`config.mk`:
```
export PLATFORM = sky130hd
export DESIGN_NAME = note_scheduler
export DESIGN_NICKNAME = d
export VERILOG_FILES = /design/src/rtl/taiko_pkg.sv /design/src/rtl/note_slot_table.sv /design/src/rtl/note_scheduler.sv
export SDC_FILE = /design/constraint.sdc
export NUM_CORES = 1
export LEC_CHECK = 0
export ABC_AREA = 1
export CAP_MARGIN = 25
export CORE_MARGIN = 8
export CORE_UTILIZATION = 25
export CTS_CLUSTER_SIZE = 16
export DETAILED_ROUTE_END_ITERATION = 10
export PLACE_DENSITY = 0.37
export SETUP_SLACK_MARGIN = 0.4
export SYNTH_ARGS = -nofsm -noshare
export SYNTH_HDL_FRONTEND = slang
export SYNTH_SLANG_ARGS = --single-unit
```
`constraint.sdc`:
```
create_clock -name CLOCK_50 -period 4.1 [get_ports CLOCK_50]
set_clock_uncertainty 0.05 [all_clocks]
set_input_delay 0.615 -clock CLOCK_50 [delete_from_list [all_inputs] [get_ports CLOCK_50]]
set_output_delay 0.615 -clock CLOCK_50 [all_outputs]
set_load 0.05 [all_outputs]
```
`src/rtl/taiko_pkg.sv`:
```
// Shared types for the note-chart sequencer: run states, tick phases and the
// per-note slot record used by the scroll table and the scheduler.
package taiko_pkg;

  typedef enum logic [1:0] {
    ST_IDLE  = 2'b00,
    ST_PLAY  = 2'b01,
    ST_DRAIN = 2'b10,
    ST_DONE  = 2'b11
  } state_t;

  typedef enum logic [1:0] {
    PH_WAIT  = 2'b00,
    PH_FETCH = 2'b01,
    PH_SPAWN = 2'b10,
    PH_DRAW  = 2'b11
  } phase_t;

  typedef struct packed {
    logic       active;
    logic [7:0] x;
    logic [2:0] color;
  } slot_t;

  localparam logic [2:0] COLOR_NONE = 3'd0;

endpackage

```
`src/rtl/note_slot_table.sv`:
```
// Fixed pool of scrolling notes: moves/retires all notes on a beat, allocates
// the lowest free entry for a new note and exposes one entry to the scanner.
module note_slot_table
  import taiko_pkg::*;
#(
  parameter int         SLOTS   = 4,
  parameter logic [7:0] X_START = 8'd159,
  parameter logic [7:0] X_HIT   = 8'd16,
  parameter logic [7:0] STEP    = 8'd4,
  parameter int         IW      = $clog2(SLOTS + 1),
  parameter int         CW      = $clog2(SLOTS + 1)
) (
  input  logic          clk,
  input  logic          rst_n,
  input  logic          clear,
  input  logic          move,
  input  logic          spawn,
  input  logic [2:0]    spawn_color,
  input  logic [IW-1:0] rd_idx,
  output slot_t         rd_slot,
  output logic [CW-1:0] retire_cnt,
  output logic          any_survivor,
  output logic          has_free
);

  // Retire test happens before the subtract, so x can never wrap below zero.
  localparam logic [7:0] X_RETIRE = X_HIT + STEP;

  slot_t         slots [SLOTS];
  logic [IW-1:0] free_idx;

  always_comb begin
    retire_cnt   = '0;
    any_survivor = 1'b0;
    has_free     = 1'b0;
    free_idx     = '0;
    rd_slot      = '0;
    for (int i = SLOTS - 1; i >= 0; i--) begin
      if (!slots[i].active) begin
        has_free = 1'b1;
        free_idx = IW'(i);
      end
    end
    for (int i = 0; i < SLOTS; i++) begin
      if (slots[i].active) begin
        if (slots[i].x < X_RETIRE) retire_cnt = retire_cnt + CW'(1);
        else any_survivor = 1'b1;
      end
      if (rd_idx == IW'(i)) rd_slot = slots[i];
    end
  end

  always_ff @(posedge clk or negedge rst_n) begin
    if (!rst_n) begin
      for (int i = 0; i < SLOTS; i++) slots[i] <= '0;
    end else if (clear) begin
      for (int i = 0; i < SLOTS; i++) slots[i] <= '0;
    end else begin
      for (int i = 0; i < SLOTS; i++) begin
        if (move && slots[i].active) begin
          if (slots[i].x < X_RETIRE) slots[i] <= '0;
          else slots[i].x <= slots[i].x - STEP;
        end
        if (spawn && has_free && free_idx == IW'(i)) begin
          slots[i] <= '{active: 1'b1, x: X_START, color: spawn_color};
        end
      end
    end
  end

endmodule

```
`src/rtl/note_scheduler.sv`:
```
// Beat-driven sequencer: on each tick moves the notes, fetches and spawns the
// next chart entry, then hands every live note to the drawing stage by req/ack.
module note_scheduler
  import taiko_pkg::*;
#(
  parameter int         BEATS   = 160,
  parameter int         SLOTS   = 4,
  parameter logic [7:0] X_START = 8'd159,
  parameter logic [7:0] X_HIT   = 8'd16,
  parameter logic [7:0] STEP    = 8'd4
) (
  input  logic       CLOCK_50,
  input  logic       resetn,
  input  logic       start,
  input  logic       tick,
  output logic [7:0] chart_addr,
  input  logic [2:0] chart_data,
  output logic       draw_req,
  input  logic       draw_ack,
  output logic [7:0] draw_x,
  output logic [2:0] draw_color,
  output logic [7:0] beat,
  output logic [1:0] state,
  output logic       expired,
  output logic       overflow,
  output logic       tick_lost
);

  localparam int IW = $clog2(SLOTS + 1);
  localparam int CW = $clog2(SLOTS + 1);
  localparam int EW = CW + 1;

  state_t        st, st_n;
  phase_t        ph, ph_n;
  logic [7:0]    beat_n, addr_n, x_n;
  logic [2:0]    col_n;
  logic [IW-1:0] idx, idx_n;
  logic          req_n, pending, pend_n, ovf_n, lost_n;
  logic [EW-1:0] exp_cnt, exp_n;
  logic          tbl_clear, tbl_move, tbl_spawn;
  slot_t         rd_slot;
  logic [CW-1:0] retire_cnt;
  logic          any_survivor, has_free;

  note_slot_table #(
    .SLOTS(SLOTS), .X_START(X_START), .X_HIT(X_HIT), .STEP(STEP), .IW(IW), .CW(CW)
  ) u_table (
    .clk          (CLOCK_50),
    .rst_n        (resetn),
    .clear        (tbl_clear),
    .move         (tbl_move),
    .spawn        (tbl_spawn),
    .spawn_color  (chart_data),
    .rd_idx       (idx),
    .rd_slot      (rd_slot),
    .retire_cnt   (retire_cnt),
    .any_survivor (any_survivor),
    .has_free     (has_free)
  );

  assign state   = st;
  // Retirements queue up so several at once become back-to-back pulses.
  assign expired = (exp_cnt != '0);

  always_comb begin
    st_n      = st;
    ph_n      = ph;
    beat_n    = beat;
    addr_n    = chart_addr;
    idx_n     = idx;
    req_n     = draw_req;
    x_n       = draw_x;
    col_n     = draw_color;
    pend_n    = pending;
    exp_n     = exp_cnt;
    ovf_n     = 1'b0;
    lost_n    = 1'b0;
    tbl_clear = 1'b0;
    tbl_move  = 1'b0;
    tbl_spawn = 1'b0;
    if (exp_cnt != '0) exp_n = exp_cnt - EW'(1);

    case (st)
      ST_IDLE, ST_DONE: begin
        if (start) begin
          st_n      = ST_PLAY;
          ph_n      = PH_WAIT;
          beat_n    = 8'd0;
          idx_n     = '0;
          req_n     = 1'b0;
          pend_n    = 1'b0;
          tbl_clear = 1'b1;
        end
      end
      default: begin
        if (ph != PH_WAIT && tick) begin
          if (pending) lost_n = 1'b1;
          else pend_n = 1'b1;
        end
        case (ph)
          PH_WAIT: begin
            if (tick || pending) begin
              tbl_move = 1'b1;
              exp_n    = exp_n + EW'(retire_cnt);
              pend_n   = tick && pending;
              idx_n    = '0;
              if (st == ST_PLAY && beat != 8'(BEATS - 1)) begin
                addr_n = beat;
                beat_n = beat + 8'd1;
                ph_n   = PH_FETCH;
              end else if (st == ST_PLAY) begin
                st_n = ST_DRAIN;
                ph_n = PH_DRAW;
              end else if (!any_survivor) begin
                st_n = ST_DONE;
              end else begin
                ph_n = PH_DRAW;
              end
            end
          end
          PH_FETCH: ph_n = PH_SPAWN;
          PH_SPAWN: begin
            if (chart_data != COLOR_NONE) begin
              if (has_free) tbl_spawn = 1'b1;
              else ovf_n = 1'b1;
            end
            ph_n = PH_DRAW;
          end
          default: begin
            // A request drops for at least one cycle before the next one rises.
            if (draw_req) begin
              if (draw_ack) begin
                req_n = 1'b0;
                idx_n = idx + IW'(1);
              end
            end else if (idx == IW'(SLOTS)) begin
              ph_n = PH_WAIT;
            end else if (rd_slot.active) begin
              req_n = 1'b1;
              x_n   = rd_slot.x;
              col_n = rd_slot.color;
            end else begin
              idx_n = idx + IW'(1);
            end
          end
        endcase
      end
    endcase
  end

  always_ff @(posedge CLOCK_50 or negedge resetn) begin
    if (!resetn) begin
      st         <= ST_IDLE;
      ph         <= PH_WAIT;
      beat       <= 8'd0;
      chart_addr <= 8'd0;
      idx        <= '0;
      draw_req   <= 1'b0;
      draw_x     <= 8'd0;
      draw_color <= 3'd0;
      pending    <= 1'b0;
      exp_cnt    <= '0;
      overflow   <= 1'b0;
      tick_lost  <= 1'b0;
    end else begin
      st         <= st_n;
      ph         <= ph_n;
      beat       <= beat_n;
      chart_addr <= addr_n;
      idx        <= idx_n;
      draw_req   <= req_n;
      draw_x     <= x_n;
      draw_color <= col_n;
      pending    <= pend_n;
      exp_cnt    <= exp_n;
      overflow   <= ovf_n;
      tick_lost  <= lost_n;
    end
  end

endmodule

```
==> metrics.cfg <==
[sta]
max_freq_mhz=298
relSlewSlack=0.536
slew_violations=0
finalHoldViolCount=0
tightest_slew_ns=0.694
tns_ns=0
finalSetupViolations=0
rsz0062_at_grt=no
fin_crit_sh=0.819
min_period_ns=3.36

[yosys]
postSynth.asyncResetShare=1.00
synth_edf_count=0
syn_avg_cell_area_um2=7.98
netlist_area_um2=5120
syn_inst=642
yosysSeqAreaShare=0.415
syn-num-nets=674
synth_area_leaders=dfrtp_1 (42%), nand2_1 (12%), o21ai_0 (5.7%)
ys.flop_type=dfrtp_1
synth_warnings=0
synthDistinctLibCells=49
synth_top_area_frac=0.415
synth_top_cell_by_area=dfrtp_1
ys_seq_elements=85

[placement]
dpl.hpwl_um=10300
place_area_um2=5730
gp_congestion=0.793
portBuffers=40

[setup_path]
arrival_ns=3.55
cp-start-kind=flop
cp_max_fo=4
r2r_start=u_table.slots[29]
crit_required_ns=4.29
end_kind=flop
ff2ff_setup_slack_ns=0.74
rr_worst_depth=21
r2r-end=exp_cnt[2]
critPathKind=flop to flop

[clock_network]
clockRootBuffer=clkbuf_16
cts-hold-fix-buffers=0
cts_buffers=9
cts_setup_buffers=0
cts_tree=done
htree_num_levels=3
cts_sinks=85
cts_buffer_depth=2
path_clk_slew_ns=0.07
worstSkewPairLatency_ns=0.35

[floorplan]
ios=41
start_util=0.254
die_w_um=159
dieHeight_um=159
core_um2=20200
rows=52
die_area_um2=25300

[route]
drt_iter0_markers=149
post_drt_wl_per_cell_um=14.8
wl_um=14000
ant_nets=0
avgViaCountPerCell=4.46
via_count=4233
drc=0
drtPass1Iterations=4

[finish]
final_cell_mix=nand2_1 (166), dfrtp_1 (85), inv_1 (71)
drive_gt1_frac=0.112
antenna_cells=0
fillers=2226
area.growth.synth_to_final_pct=18.5
final_cell_area_um2=6070
num-nets-final=707
layout_commonest_cell=nand2_1

[min_path]
hold_class=input pin to asynchronous set/reset pin

[pwr]
irDropWorstVdd_v=0.000306
powerDensity_nw_per_um2=796
cellLeakagePower_uw=0.00287

[global_routing]
overflow=0
grt_pass1_vias=4497
grt_start_max_net_pins=47
grt_util_all_layers=0.116
antenna_found_initial=0
grt_pass1_wl_um=23800

[job]
maxCapViolCount=0

[outcome]
outcome=complete, no violations

==> stage by stage <==
| step | std cells | hold slack [ns] | power (uW) | setup slack (ns) | util |
|---|---|---|---|---|---|
| after floorplan | 642 | 0.269 | 3290 | 0.958 | - |
| after global placement | 934 | 0.406 | 3920 | 0.770 | 0.284 |
| after detailed placement | 934 | 0.408 | 3950 | 0.649 | 0.284 |
| after CTS | 950 | 0.316 | 4920 | 0.632 | 0.300 |
| after global routing | 950 | 0.348 | 5320 | 0.400 | 0.301 |
| final | 950 | 0.292 | 4830 | 0.742 | 0.301 |
==> power by group <==
part / leakage, uW / switching (uW) / internal (uW)
logic: 0.00157 / 1760 / 820
registers: 0.00114 / 226 / 1100
clock network: 0.000163 / 386 / 545
total: 0.00287 / 2370 / 2460
==> cell families after synthesis <==
logic type | after synthesis | synth area share
and+or+nand+nor | 310 | 0.279
AOI/OAI and AO/OA | 105 | 0.125
buffers and inverters | 103 | 0.0923
DFF | 85 | 0.415
adders and majority gates | 24 | 0.0601
xor gates and xnor gates | 10 | 0.0186
muxes | 5 | 0.00977
==> per-layer routing <==
metal | GRT usage | share of wire
met4 | 0.0425 | 0.013
met2 | 0.197 | 0.48
met1 | 0.144 | 0.47
met3 | 0.0243 | 0.033
met5 | 0 | 0
==> cell type report <==
cell class / instances / area, um^2 / share of cell area
Tap cell: 270 / 338 / 0.0556
Clock buffer: 9 / 225 / 0.0371
Sequential cell: 85 / 2130 / 0.350
Multi-Input combinational cell: 454 / 2530 / 0.417
Inverter: 80 / 310 / 0.0511
Timing Repair Buffer: 45 / 435 / 0.0717
Clock inverter: 7 / 103 / 0.0169
==> flip-flops by register name (all words and copies together) (netlist names) <==
name,flops
draw_color,3
pending,1
draw_req,1
draw_x,7
idx,3
u_table.slots,44
ph,2
exp_cnt,4
chart_addr,8
state,2
overflow,1
tick_lost,1
beat,8
==> critical path: stages (launching register included) <==
cell and delay (ns):
dfrtp_1 0.41, inv_2 0.10, ha_1 0.17, inv_1 0.04
nand2_1 0.08, nand3_2 0.10, inv_1 0.12, ha_1 0.24
nand2_1 0.07, o21ai_2 0.08, ha_1 0.27, nor2_1 0.10
a21oi_1 0.07, ha_1 0.29, inv_1 0.04, o21ai_2 0.15
inv_1 0.08, fa_1 0.44, xor2_1 0.16, nand2_1 0.06
o21ai_0 0.07, inv_1 0.05
==> cells in the mapped netlist (all sizes together) (8+ instances only) <==
| master | n |
|---|---|
| nand2 | 175 |
| o21ai | 71 |
| ha | 23 |
| a21oi | 14 |
| nor2 | 52 |
| nand4 | 8 |
| inv | 79 |
| nor3 | 8 |
| a31oi | 11 |
| dfrtp | 85 |
| buf | 19 |
| nand3 | 58 |
==> worst max-delay path by stage <==
stage / cells past startpoint / endpoint / slack (ns) / startpoint
after global placement: 21 / exp_cnt[2] / 0.77 / u_table.slots[29]
after floorplan: 21 / exp_cnt[2] / 0.96 / u_table.slots[29]
after CTS: 21 / exp_cnt[2] / 0.63 / u_table.slots[29]
final: 21 / exp_cnt[2] / 0.74 / u_table.slots[29]
after global routing: 21 / exp_cnt[2] / 0.40 / u_table.slots[42]
after detailed placement: 21 / exp_cnt[2] / 0.65 / u_table.slots[29]
==> what timing repair did <==
item,CTS,global route
setup endpoints to repair,0,1
gates resized for setup,0,3
endpoints found under the hold margin,0,0
Note: power is estimated with default switching activity, not from simulation.
